===== src/rtl/spi_seq_pkg.sv =====
// Shared constants and FSM state encodings for the SPI transaction scheduler.
package spi_seq_pkg;

   localparam int SPI_XFER_CYC = 42;
   localparam int PER_MIN      = 48;

   typedef logic [2:0] state_t;

   localparam state_t S_IDLE      = 3'd0;
   localparam state_t S_ISSUE_CFG = 3'd1;
   localparam state_t S_ISSUE_DAC = 3'd2;
   localparam state_t S_WAIT      = 3'd3;
   localparam state_t S_GAP       = 3'd4;

endpackage


===== src/rtl/spi_seq_sched_if.sv =====
// Scheduler bus: run control, FIFO status and engine handshake in, triggers and status flags out.
interface spi_seq_sched_if #(
   parameter int PER_W = 16
);

   logic             enable;
   logic [PER_W-1:0] period;
   logic             cfg_empty;
   logic             wav_empty;
   logic             spi_done;
   logic             clr_flags;
   logic             trig_cfg;
   logic             trig_dac;
   logic             busy;
   logic             underrun;
   logic             stall;
   logic [7:0]       drop_cnt;
   logic [PER_W-1:0] tick_count;

   modport master (
      input  enable, period, cfg_empty, wav_empty, spi_done, clr_flags,
      output trig_cfg, trig_dac, busy, underrun, stall, drop_cnt, tick_count
   );

   modport slave (
      output enable, period, cfg_empty, wav_empty, spi_done, clr_flags,
      input  trig_cfg, trig_dac, busy, underrun, stall, drop_cnt, tick_count
   );

endinterface


===== src/rtl/spi_seq_sched_tick.sv =====
// DAC sample-rate tick: counts 0..P-1 with P = max(period, PER_MIN), period captured only at wrap.
module spi_seq_tick
   import spi_seq_pkg::*;
#(
   parameter int PER_W = 16
)(
   input  logic             clk,
   input  logic             rst,
   input  logic             i_enable,
   input  logic [PER_W-1:0] i_period,
   output logic             o_tick,
   output logic [PER_W-1:0] o_count
);

   localparam logic [PER_W-1:0] MIN_P = PER_W'(PER_MIN);

   logic [PER_W-1:0] r_count;
   logic [PER_W-1:0] r_per;
   logic [PER_W-1:0] w_perClamped;

   assign w_perClamped = (i_period < MIN_P) ? MIN_P : i_period;
   assign o_tick       = i_enable && (r_count == (r_per - 1'b1));
   assign o_count      = r_count;

   // While disabled the counter parks at 0 and keeps tracking period, so a restart uses the current value.
   always_ff @(posedge clk or posedge rst) begin
      if (rst) begin
         r_count <= '0;
         r_per   <= MIN_P;
      end else if (!i_enable || o_tick) begin
         r_count <= '0;
         r_per   <= w_perClamped;
      end else begin
         r_count <= r_count + 1'b1;
      end
   end

endmodule


===== src/rtl/spi_seq_sched.sv =====
// SPI transaction scheduler: tick-driven DAC requests with strict priority over config words.
// Optional transaction watchdog enabled by defining SPI_SEQ_WDOG_EN.
module spi_seq_sched
   import spi_seq_pkg::*;
#(
   parameter int PER_W    = 16,
   parameter int GAP_CYC  = 2,
   parameter int WDOG_CYC = 64
)(
   input  logic            clk,
   input  logic            rst,
   spi_seq_sched_if.master bus
);

   localparam int GAP_W = (GAP_CYC < 2) ? 1 : $clog2(GAP_CYC);

   state_t           r_state;
   state_t           w_next;
   logic             r_dacPend;
   logic             r_cfgRdy;
   logic             r_trigCfg;
   logic             r_trigDac;
   logic             r_busy;
   logic             r_underrun;
   logic [7:0]       r_dropCnt;
   logic [GAP_W-1:0] r_gapCnt;
   logic             w_tick;
   logic             w_lost;
   logic             w_wdogExp;
   logic [PER_W-1:0] w_tickCount;

   spi_seq_tick #(
      .PER_W(PER_W)
   ) u_tick (
      .clk      (clk),
      .rst      (rst),
      .i_enable (bus.enable),
      .i_period (bus.period),
      .o_tick   (w_tick),
      .o_count  (w_tickCount)
   );

`ifdef SPI_SEQ_WDOG_EN
   localparam int WDOG_W = $clog2(WDOG_CYC + 1);

   logic [WDOG_W-1:0] r_wdog;
   logic              r_stall;

   assign w_wdogExp = (r_state == S_WAIT) && !bus.spi_done &&
                      (r_wdog == WDOG_W'(WDOG_CYC - 1));

   // r_wdog holds cycles elapsed since the trigger while waiting for the engine.
   always_ff @(posedge clk or posedge rst) begin
      if (rst) begin
         r_wdog  <= '0;
         r_stall <= 1'b0;
      end else begin
         if (r_state != S_WAIT)
            r_wdog <= WDOG_W'(1);
         else
            r_wdog <= r_wdog + 1'b1;
         if (w_wdogExp)
            r_stall <= 1'b1;
         else if (bus.clr_flags)
            r_stall <= 1'b0;
      end
   end

   assign bus.stall = r_stall;
`else
   assign w_wdogExp = 1'b0;
   assign bus.stall = 1'b0;
`endif

   always_comb begin
      w_next = r_state;
      case (r_state)
         S_IDLE: begin
            if (bus.enable && r_dacPend)
               w_next = S_ISSUE_DAC;
            else if (bus.enable && r_cfgRdy)
               w_next = S_ISSUE_CFG;
         end
         S_ISSUE_CFG, S_ISSUE_DAC: w_next = S_WAIT;
         S_WAIT: begin
            if (bus.spi_done || w_wdogExp)
               w_next = S_GAP;
         end
         S_GAP: begin
            if (r_gapCnt == '0)
               w_next = S_IDLE;
         end
         default: w_next = S_IDLE;
      endcase
   end

   assign w_lost = w_tick && (r_dacPend || bus.wav_empty);

   // Triggers and busy are decoded from the next state so they align with the state register.
   always_ff @(posedge clk or posedge rst) begin
      if (rst) begin
         r_state   <= S_IDLE;
         r_trigCfg <= 1'b0;
         r_trigDac <= 1'b0;
         r_busy    <= 1'b0;
         r_cfgRdy  <= 1'b0;
         r_dacPend <= 1'b0;
         r_gapCnt  <= '0;
      end else begin
         r_state   <= w_next;
         r_trigCfg <= (w_next == S_ISSUE_CFG);
         r_trigDac <= (w_next == S_ISSUE_DAC);
         r_busy    <= (w_next != S_IDLE);
         r_cfgRdy  <= !bus.cfg_empty;
         if (w_next == S_ISSUE_DAC)
            r_dacPend <= 1'b0;
         if (w_tick && !bus.wav_empty)
            r_dacPend <= 1'b1;
         if (r_state == S_WAIT)
            r_gapCnt <= GAP_W'(GAP_CYC - 1);
         else if (r_gapCnt != '0)
            r_gapCnt <= r_gapCnt - 1'b1;
      end
   end

   // A lost tick beats a simultaneous clear, leaving the count at 1.
   always_ff @(posedge clk or posedge rst) begin
      if (rst) begin
         r_underrun <= 1'b0;
         r_dropCnt  <= '0;
      end else if (w_lost) begin
         r_underrun <= 1'b1;
         if (bus.clr_flags)
            r_dropCnt <= 8'd1;
         else if (r_dropCnt != 8'hFF)
            r_dropCnt <= r_dropCnt + 1'b1;
      end else if (bus.clr_flags) begin
         r_underrun <= 1'b0;
         r_dropCnt  <= '0;
      end
   end

   assign bus.trig_cfg   = r_trigCfg;
   assign bus.trig_dac   = r_trigDac;
   assign bus.busy       = r_busy;
   assign bus.underrun   = r_underrun;
   assign bus.drop_cnt   = r_dropCnt;
   assign bus.tick_count = w_tickCount;

endmodule


===== src/flat_wrapper.sv =====
// flat-port wrapper written by rule: the top's interface ports become plain ports
module spi_seq_sched_flat import spi_seq_pkg::*;
#(
   parameter int PER_W    = 16,
   parameter int GAP_CYC  = 2,
   parameter int WDOG_CYC = 64
)
  (clk, rst, bus_enable, bus_period, bus_cfg_empty, bus_wav_empty, bus_spi_done, bus_clr_flags, bus_trig_cfg, bus_trig_dac, bus_busy, bus_underrun, bus_stall, bus_drop_cnt, bus_tick_count);
  spi_seq_sched_if #(.PER_W(PER_W)) bus_i ();
  input  logic clk;
  input  logic rst;
  input wire logic [$bits(bus_i.enable)-1:0] bus_enable;
  input wire logic [$bits(bus_i.period)-1:0] bus_period;
  input wire logic [$bits(bus_i.cfg_empty)-1:0] bus_cfg_empty;
  input wire logic [$bits(bus_i.wav_empty)-1:0] bus_wav_empty;
  input wire logic [$bits(bus_i.spi_done)-1:0] bus_spi_done;
  input wire logic [$bits(bus_i.clr_flags)-1:0] bus_clr_flags;
  output wire logic [$bits(bus_i.trig_cfg)-1:0] bus_trig_cfg;
  output wire logic [$bits(bus_i.trig_dac)-1:0] bus_trig_dac;
  output wire logic [$bits(bus_i.busy)-1:0] bus_busy;
  output wire logic [$bits(bus_i.underrun)-1:0] bus_underrun;
  output wire logic [$bits(bus_i.stall)-1:0] bus_stall;
  output wire logic [$bits(bus_i.drop_cnt)-1:0] bus_drop_cnt;
  output wire logic [$bits(bus_i.tick_count)-1:0] bus_tick_count;
  assign bus_i.enable = bus_enable;
  assign bus_i.period = bus_period;
  assign bus_i.cfg_empty = bus_cfg_empty;
  assign bus_i.wav_empty = bus_wav_empty;
  assign bus_i.spi_done = bus_spi_done;
  assign bus_i.clr_flags = bus_clr_flags;
  assign bus_trig_cfg = bus_i.trig_cfg;
  assign bus_trig_dac = bus_i.trig_dac;
  assign bus_busy = bus_i.busy;
  assign bus_underrun = bus_i.underrun;
  assign bus_stall = bus_i.stall;
  assign bus_drop_cnt = bus_i.drop_cnt;
  assign bus_tick_count = bus_i.tick_count;
  spi_seq_sched #(.PER_W(PER_W), .GAP_CYC(GAP_CYC), .WDOG_CYC(WDOG_CYC)) u_core (.clk(clk), .rst(rst), .bus(bus_i));
endmodule

===== config.mk =====
export PLATFORM = sky130hd
export DESIGN_NAME = spi_seq_sched_flat
export DESIGN_NICKNAME = d
export VERILOG_FILES = /design/src/rtl/spi_seq_pkg.sv /design/src/rtl/spi_seq_sched_if.sv /design/src/rtl/spi_seq_sched_tick.sv /design/src/rtl/spi_seq_sched.sv /design/src/flat_wrapper.sv
export SDC_FILE = /design/constraint.sdc
export NUM_CORES = 1
export LEC_CHECK = 0
export BUFFER_PORTS_ARGS = -buffer_cell sky130_fd_sc_hd__buf_2
export CORE_MARGIN = 1
export CORE_UTILIZATION = 41
export CTS_CLUSTER_SIZE = 20
export DETAILED_ROUTE_END_ITERATION = 10
export PLACE_DENSITY = 0.67
export SYNTH_ARGS = -nofsm -noshare
export SYNTH_HDL_FRONTEND = slang
export SYNTH_SLANG_ARGS = --single-unit

===== constraint.sdc =====
create_clock -name clk -period 2.88 [get_ports clk]
set_input_delay 0.576 -clock clk [delete_from_list [all_inputs] [get_ports clk]]
set_output_delay 0.576 -clock clk [all_outputs]
set_load 0.05 [all_outputs]

==> results of run 1 <==
-- cells by family (layout without fill, tap and decap cells) --
family	after synthesis	after routing	share of synthesized area [%]
AND/OR/NAND/NOR	122	122	23.8
flip-flops	50	50	45.1
XOR/XNOR	33	33	10.4
AO/OA/AOI/OAI	31	31	8.19
multiplexers	19	19	7.47
buffers and inverters	19	89	3.55
adder cells (fa/ha/maj)	3	3	1.35
other	1	1	0.135
-- cell usage in the layout, fill, tap and decap left out, types with 2 or more instances in the layout --
master     count
buf_4         18
a21boi_0       2
mux2_2        13
or3_1          8
or4_4          3
o31ai_1        2
ha_1           3
nor4_4         3
nand3_1       16
nor3_1         5
xnor2_1       18
o21ai_0        5
and3_1         8
or4_1          3
dfrtp_1       48
nor2_1        29
nand2_1       18
nand2b_1       5
dfstp_2        2
nor4_2         2
clkbuf_8       5
buf_2         51
inv_1          8
mux2i_1        5
buf_6          2
a21oi_1        3
bufinv_16      2
nor2b_1        5
nand4_1        3
nor4_1         5
xor2_1        15
a21oi_2        2
o211ai_1       4
o31a_1         2
-- metal layers --
| layer | track usage [%] | vias to the layer above | routed length, um |
|---|---|---|---|
| met2 | 28.4 | 53 | 3040 |
| met3 | 2.95 | 10 | 225 |
| met1 | 24.4 | 1099 | 2940 |
| met5 | 0 | - | 0 |
| met4 | 5.08 | 0 | 77 |
| li1 | - | 1128 | - |
-- through the flow --
step / utilization, % / total power, uW / setup TNS (ns) / instance area (um^2) / hold slack [ns]
after global placement: 50.0 / 1160 / 0 / 3230 / 0.485
after CTS: 52.3 / 1760 / 0 / 3380 / 0.229
after floorplan: - / 1060 / 0 / 2780 / 0.458
final: 53.5 / 1760 / 0 / 3460 / 0.219
after global routing: 53.5 / 1840 / -0.0304 / 3460 / 0.235
after detailed placement: 50.0 / 1170 / -0.178 / 3230 / 0.498
-- path summary, 6_finish.rpt --
path	slack, ns	start	cells after the start	endpoint
max in group asynchronous	1.87	rst	3	u_core.u_tick.r_per[5]
min in group clk	0.40	bus_cfg_empty	2	u_core.r_cfgRdy
max reg2reg	0.06	u_core.u_tick.r_per[8]	8	u_core.bus.drop_cnt[6]
max	0.06	u_core.u_tick.r_per[8]	8	u_core.bus.drop_cnt[6]
min	0.22	rst	2	u_core.r_state[1]
min reg2reg	0.50	u_core.r_state[2]	1	u_core.r_gapCnt
-- sequential cells by signal, indices dropped and copies added (netlist names) --
register               cells
u_core.u_tick.o_count     16
u_core.u_tick.r_per       16
u_core.bus.drop_cnt        8
u_core.r_state             3
u_core.bus.busy            1
u_core.bus.trig_cfg        1
u_core.bus.trig_dac        1
u_core.bus.underrun        1
u_core.r_cfgRdy            1
u_core.r_dacPend           1
u_core.r_gapCnt            1
-- what timing repair did --
| item | CTS | global route |
|---|---|---|
| endpoints found under the hold margin | 0 | 0 |
| buffers inserted | 0 | 0 |
| pin swaps | 0 | 2 |
| endpoints found under the setup margin | 4 | 22 |
| gates resized for setup | 1 | 14 |
| cloned | 0 | 1 |
-- power by group --
part	internal [uW]	switching (uW)
combinational	142	198
sequential	768	58.6
clock	348	240
total	1260	497
-- cell type report --
type                       instances  area [um^2]
clock buffer                       5         68.8
clock inverter                     3         68.8
fill                             586         3000
inverter                           9         33.8
multi-input combinational        209         1500
sequential                        50         1250
tap                               77         96.3
timing repair buffer              72          433
==> results_dict.tcl, run 1 <==
set metrics [dict create \
    vias 2290 \
    route.detailed.drc 9 \
    grt_setup_unrepaired "yes" \
    cts_max_level 2 \
    async_flop_share_pct 100 \
    place.port_buffers 50 \
    crit_top_cell "or4_4" \
    ys_types 52 \
    p_per_area_nw_per_um2 508 \
    hold_viol 0 \
    routabilityCongestion 0.884 \
    cts_tree "built" \
    viasPerCell 5.39 \
    crit_arrival_ns 3.06 \
    grt_max_degree 35 \
    final_max_slew_viol_count 0 \
    finalWirelength_um 6280 \
    cp_cell_sequence "or4_4 -> or3_1 -> a2111o_1 -> a22oi_2 -> nand4_2 -> buf_6 -> or4_4 -> a21oi_2" \
    die_area_um2 7110 \
    yosysWarnings 0 \
    avgRoutedWirePerCell_um 14.8 \
    area_delta_synth_final_pct 24.3 \
    p_leak_uw 0.00157 \
    clk_pin_slew_ns 0.10 \
    crit_path_top_delay_cell "or4_4" \
    cpPeakStageDelay_ns 0.54 \
    grt_pass1_vias 2086 \
    crit_required_ns 3.11 \
    worstSetupEndpointType "flop" \
    grt_pass1_wl_um 9890 \
    cp-start-kind "flop" \
    synth_nets 304 \
    yosysSeqAreaShare_pct 45.1 \
    status "complete, but fails checks" \
    cp_top_family "simple AND/OR/NAND/NOR gates" \
    drtAntennaViolNets 0 \
    cts_hold_buf 0 \
    dp_cells 416 \
    max_freq_mhz 354 \
    antenna_cells 0 \
    synthTopCellsByCount "dfrtp_1 (48), nor2_1 (29), nand2_1 (18), xnor2_1 (18), nand3_1 (16)" \
    yosysTopAreaCellShare_pct 43.2 \
    insertion_delay_ns 0.30 \
    cap_violations 0 \
    fp.dieH_um 84.3 \
    core_area_um2 6460 \
    drive_gt1_share_pct 32.2 \
    ys_ff_latch 50 \
    io_pins 52 \
    clockRootBuffer "clkbuf_8" \
    failed_checks "DRC" \
    drt_pre_antenna_iters 7 \
    grt_usage_pct 17.5 \
    drtIter0Drc 131 \
    slew_headroom_pct 39.7 \
    hold_path_class "input pin to async pin" \
    start_util_pct 43.0 \
    synthFlopType "dfrtp_1" \
    layout.nets 373 \
    postSynthAreaPerCell_um2 10.0 \
    final_period_minus_worst_setup_slack_ns 2.82 \
    antenna_found_initial 0 \
    die_w_um 84.3 \
    synthTopCellsByArea "dfrtp_1 (43%), mux2_2 (5.7%), xnor2_1 (5.7%)" \
    cts.path.max_buffers 2 \
    hpwlAfterDp_um 4550 \
    max_slew.worst_pin.slew_ns 0.898 \
    ir_drop_mv 0.289 \
    place_ws_ns -0.0741 \
    clkSinkCount 50 \
    period_share_pct 98.0 \
    setup_violations 0 \
    final_cells 425 \
    yosysMostFrequentCell "dfrtp_1" \
    tritoncts.num_buffers 5 \
    synth_edf_count 0 \
    synth_area_um2 2780 \
    grt-ovfl-total 0 \
    timing.final.ws_setup_ns 0.0582 \
    critical_path_peak_fanout 6 \
    critPathBufInv 1 \
    timing_worst_setup_path_type "flop to flop" \
    synthCells 278 \
    fp-row-count 29 \
    synth_top_area_cell "dfrtp_1" \
    fin_skew_ns 0.00610 \
]
Note: power is estimated with default switching activity, not from simulation.
==> inputs of run 2 (changes only) <==
- CORE_ASPECT_RATIO: unset -> 0.8
==> run 2 against run 1 <==
The run ends with setup timing left. Power shrank 7.9%. Clock skew grew 0.0033 ns. Worst setup slack lost 0.071 ns. Sequential share of layout area shrank 0.62 points. Register-to-register slack lost 0.07 ns. Non-clock buffer count grew 9. Maximum frequency shrank 2.5%. Design area grew 1.7%.
==> results_dict.tcl, run 2 (synthesis gave the netlist of run 1 again) <==
set metrics [dict create \
    status "complete, but fails checks" \
    failed_checks "setup timing" \
    fp-row-count 26 \
    drtAntennaViolNets 0 \
    placed_area_um2 3310 \
    antenna_cells 0 \
    critical_path_peak_fanout 5 \
    grt_pass1_vias 2231 \
    finalPower_uw 1620 \
    grt_usage_pct 19.6 \
    area_delta_synth_final_pct 26.5 \
    finalWirelength_um 6570 \
    final_period_minus_worst_setup_slack_ns 2.89 \
    p_seq_share_pct 50.8 \
    layout.nets 382 \
    drive_gt1_share_pct 34.2 \
    cp-start-kind "flop" \
    stdcell_area_um2 3520 \
    core_area_um2 6470 \
    final_cell_mix "buf_2 (50), dfrtp_1 (48), nor2_1 (29), buf_4 (26), xnor2_1 (18)" \
    cts_max_level 2 \
    p_int_uw 1100 \
    r2r_slack_ns -0.01 \
    clk_pin_slew_ns 0.10 \
    grt_pass1_wl_um 10600 \
    switching_share_pct 31.7 \
    drtIter0Drc 128 \
    place.port_buffers 50 \
    cap_violations 0 \
    fp.dieH_um 75.7 \
    vias 2351 \
    grt-ovfl-total 0 \
    tritoncts.num_buffers 5 \
    grt_max_degree 27 \
    start_util_pct 42.9 \
    whs_ns 0.309 \
    cts_tree "built" \
    power_frac_comb_pct 22.0 \
    avgRoutedWirePerCell_um 14.9 \
    viasPerCell 5.33 \
    ir_drop_mv 0.215 \
    crit_arrival_ns 3.14 \
    slew_headroom_pct 35.6 \
    timing_worst_setup_path_type "flop to flop" \
    die_w_um 94.1 \
    io_pins 52 \
    max_slew.worst_pin.slew_ns 0.959 \
    cts_hold_buf 0 \
    timing.final.ws_setup_ns -0.0131 \
    ff2ff_path_depth 8 \
    p_per_area_nw_per_um2 459 \
    hold_path_class "input pin to async pin" \
    rr_endpoint "u_core.bus.drop_cnt[6]" \
    period_share_pct 100 \
    setup_violations 1 \
    cp-startpoint "u_core.u_tick.r_per[8]" \
    fin_skew_ns 0.00940 \
    grt_setup_unrepaired "yes" \
    cts.path.max_buffers 2 \
    timing.rr.start "u_core.u_tick.r_per[8]" \
    drt_pre_antenna_iters 4 \
    worstSetupEndpointType "flop" \
    hold_viol 0 \
    final_max_slew_viol_count 0 \
    tns_ns -0.0131 \
    insertion_delay_ns 0.31 \
    final_common_cell "buf_2" \
    p_leak_uw 0.00162 \
    antenna_found_initial 0 \
    routabilityCongestion 0.833 \
    switchingPower_uw 513 \
    power_frac_clock_pct 27.2 \
    route.detailed.drc 0 \
    die_area_um2 7120 \
    crit_required_ns 3.12 \
    hpwlAfterDp_um 4820 \
    clockRootBuffer "clkbuf_8" \
    max_freq_mhz 346 \
    clkSinkCount 50 \
]
-- run 2: cell type report --
type | count | area [um^2]
inverters | 9 | 33.8
clock inverters | 3 | 28.8
clock buffers | 5 | 68.8
well taps | 84 | 105
flip-flops and latches | 50 | 1250
fillers | 614 | 2960
repair buffers | 81 | 519
multi-input cells | 209 | 1510
-- run 2: metrics by stage --
step,cells,util [%],setup slack (ns)
after global routing,441,54.3,-0.121
after floorplan,278,-,0.0153
final,441,54.3,-0.0131
after CTS,440,53.3,-0.0522
after global placement,430,51.1,-0.00358
after detailed placement,430,51.1,-0.105
-- run 2: worst max-delay path by stage --
| stage | end | slack, ns |
|---|---|---|
| finish | u_core.bus.drop_cnt[6] | -0.01 |
| CTS | u_core.bus.drop_cnt[6] | -0.05 |
| global placement | u_core.bus.drop_cnt[6] | -0.004 |
| floorplan | u_core.bus.drop_cnt[2] | 0.02 |
| detailed placement | u_core.bus.drop_cnt[6] | -0.10 |
| global route | u_core.bus.drop_cnt[6] | -0.12 |
-- run 2: metal layers --
metal,vias to the layer above,GRT usage [%],wire (um)
met5,-,0,0
met4,0,5.64,70
met3,5,3.59,278
met2,47,32.0,3010
met1,1155,27.1,3210
li1,1144,-,-
-- run 2: worst max-delay path: stages (launching register included) --
cell      delay, ns
dfrtp_1        0.39
or4_4          0.53
or3_1          0.32
a2111o_1       0.39
a22oi_2        0.24
nand4_4        0.17
buf_6          0.19
or4_4          0.47
a21oi_2        0.13
-- run 2: power by group through the flow --
stage	registers, uW	clock network (uW)	logic (uW)
global route	834	477	392
floorplan	871	0	188
detailed placement	832	0	349
global placement	830	0	342
CTS	820	451	351
finish	821	440	355
-- run 2: timing repair --
item	CTS	global route
gates resized for setup	6	13
setup endpoints to repair	18	38
pin swaps	9	3
setup buffers	2	2
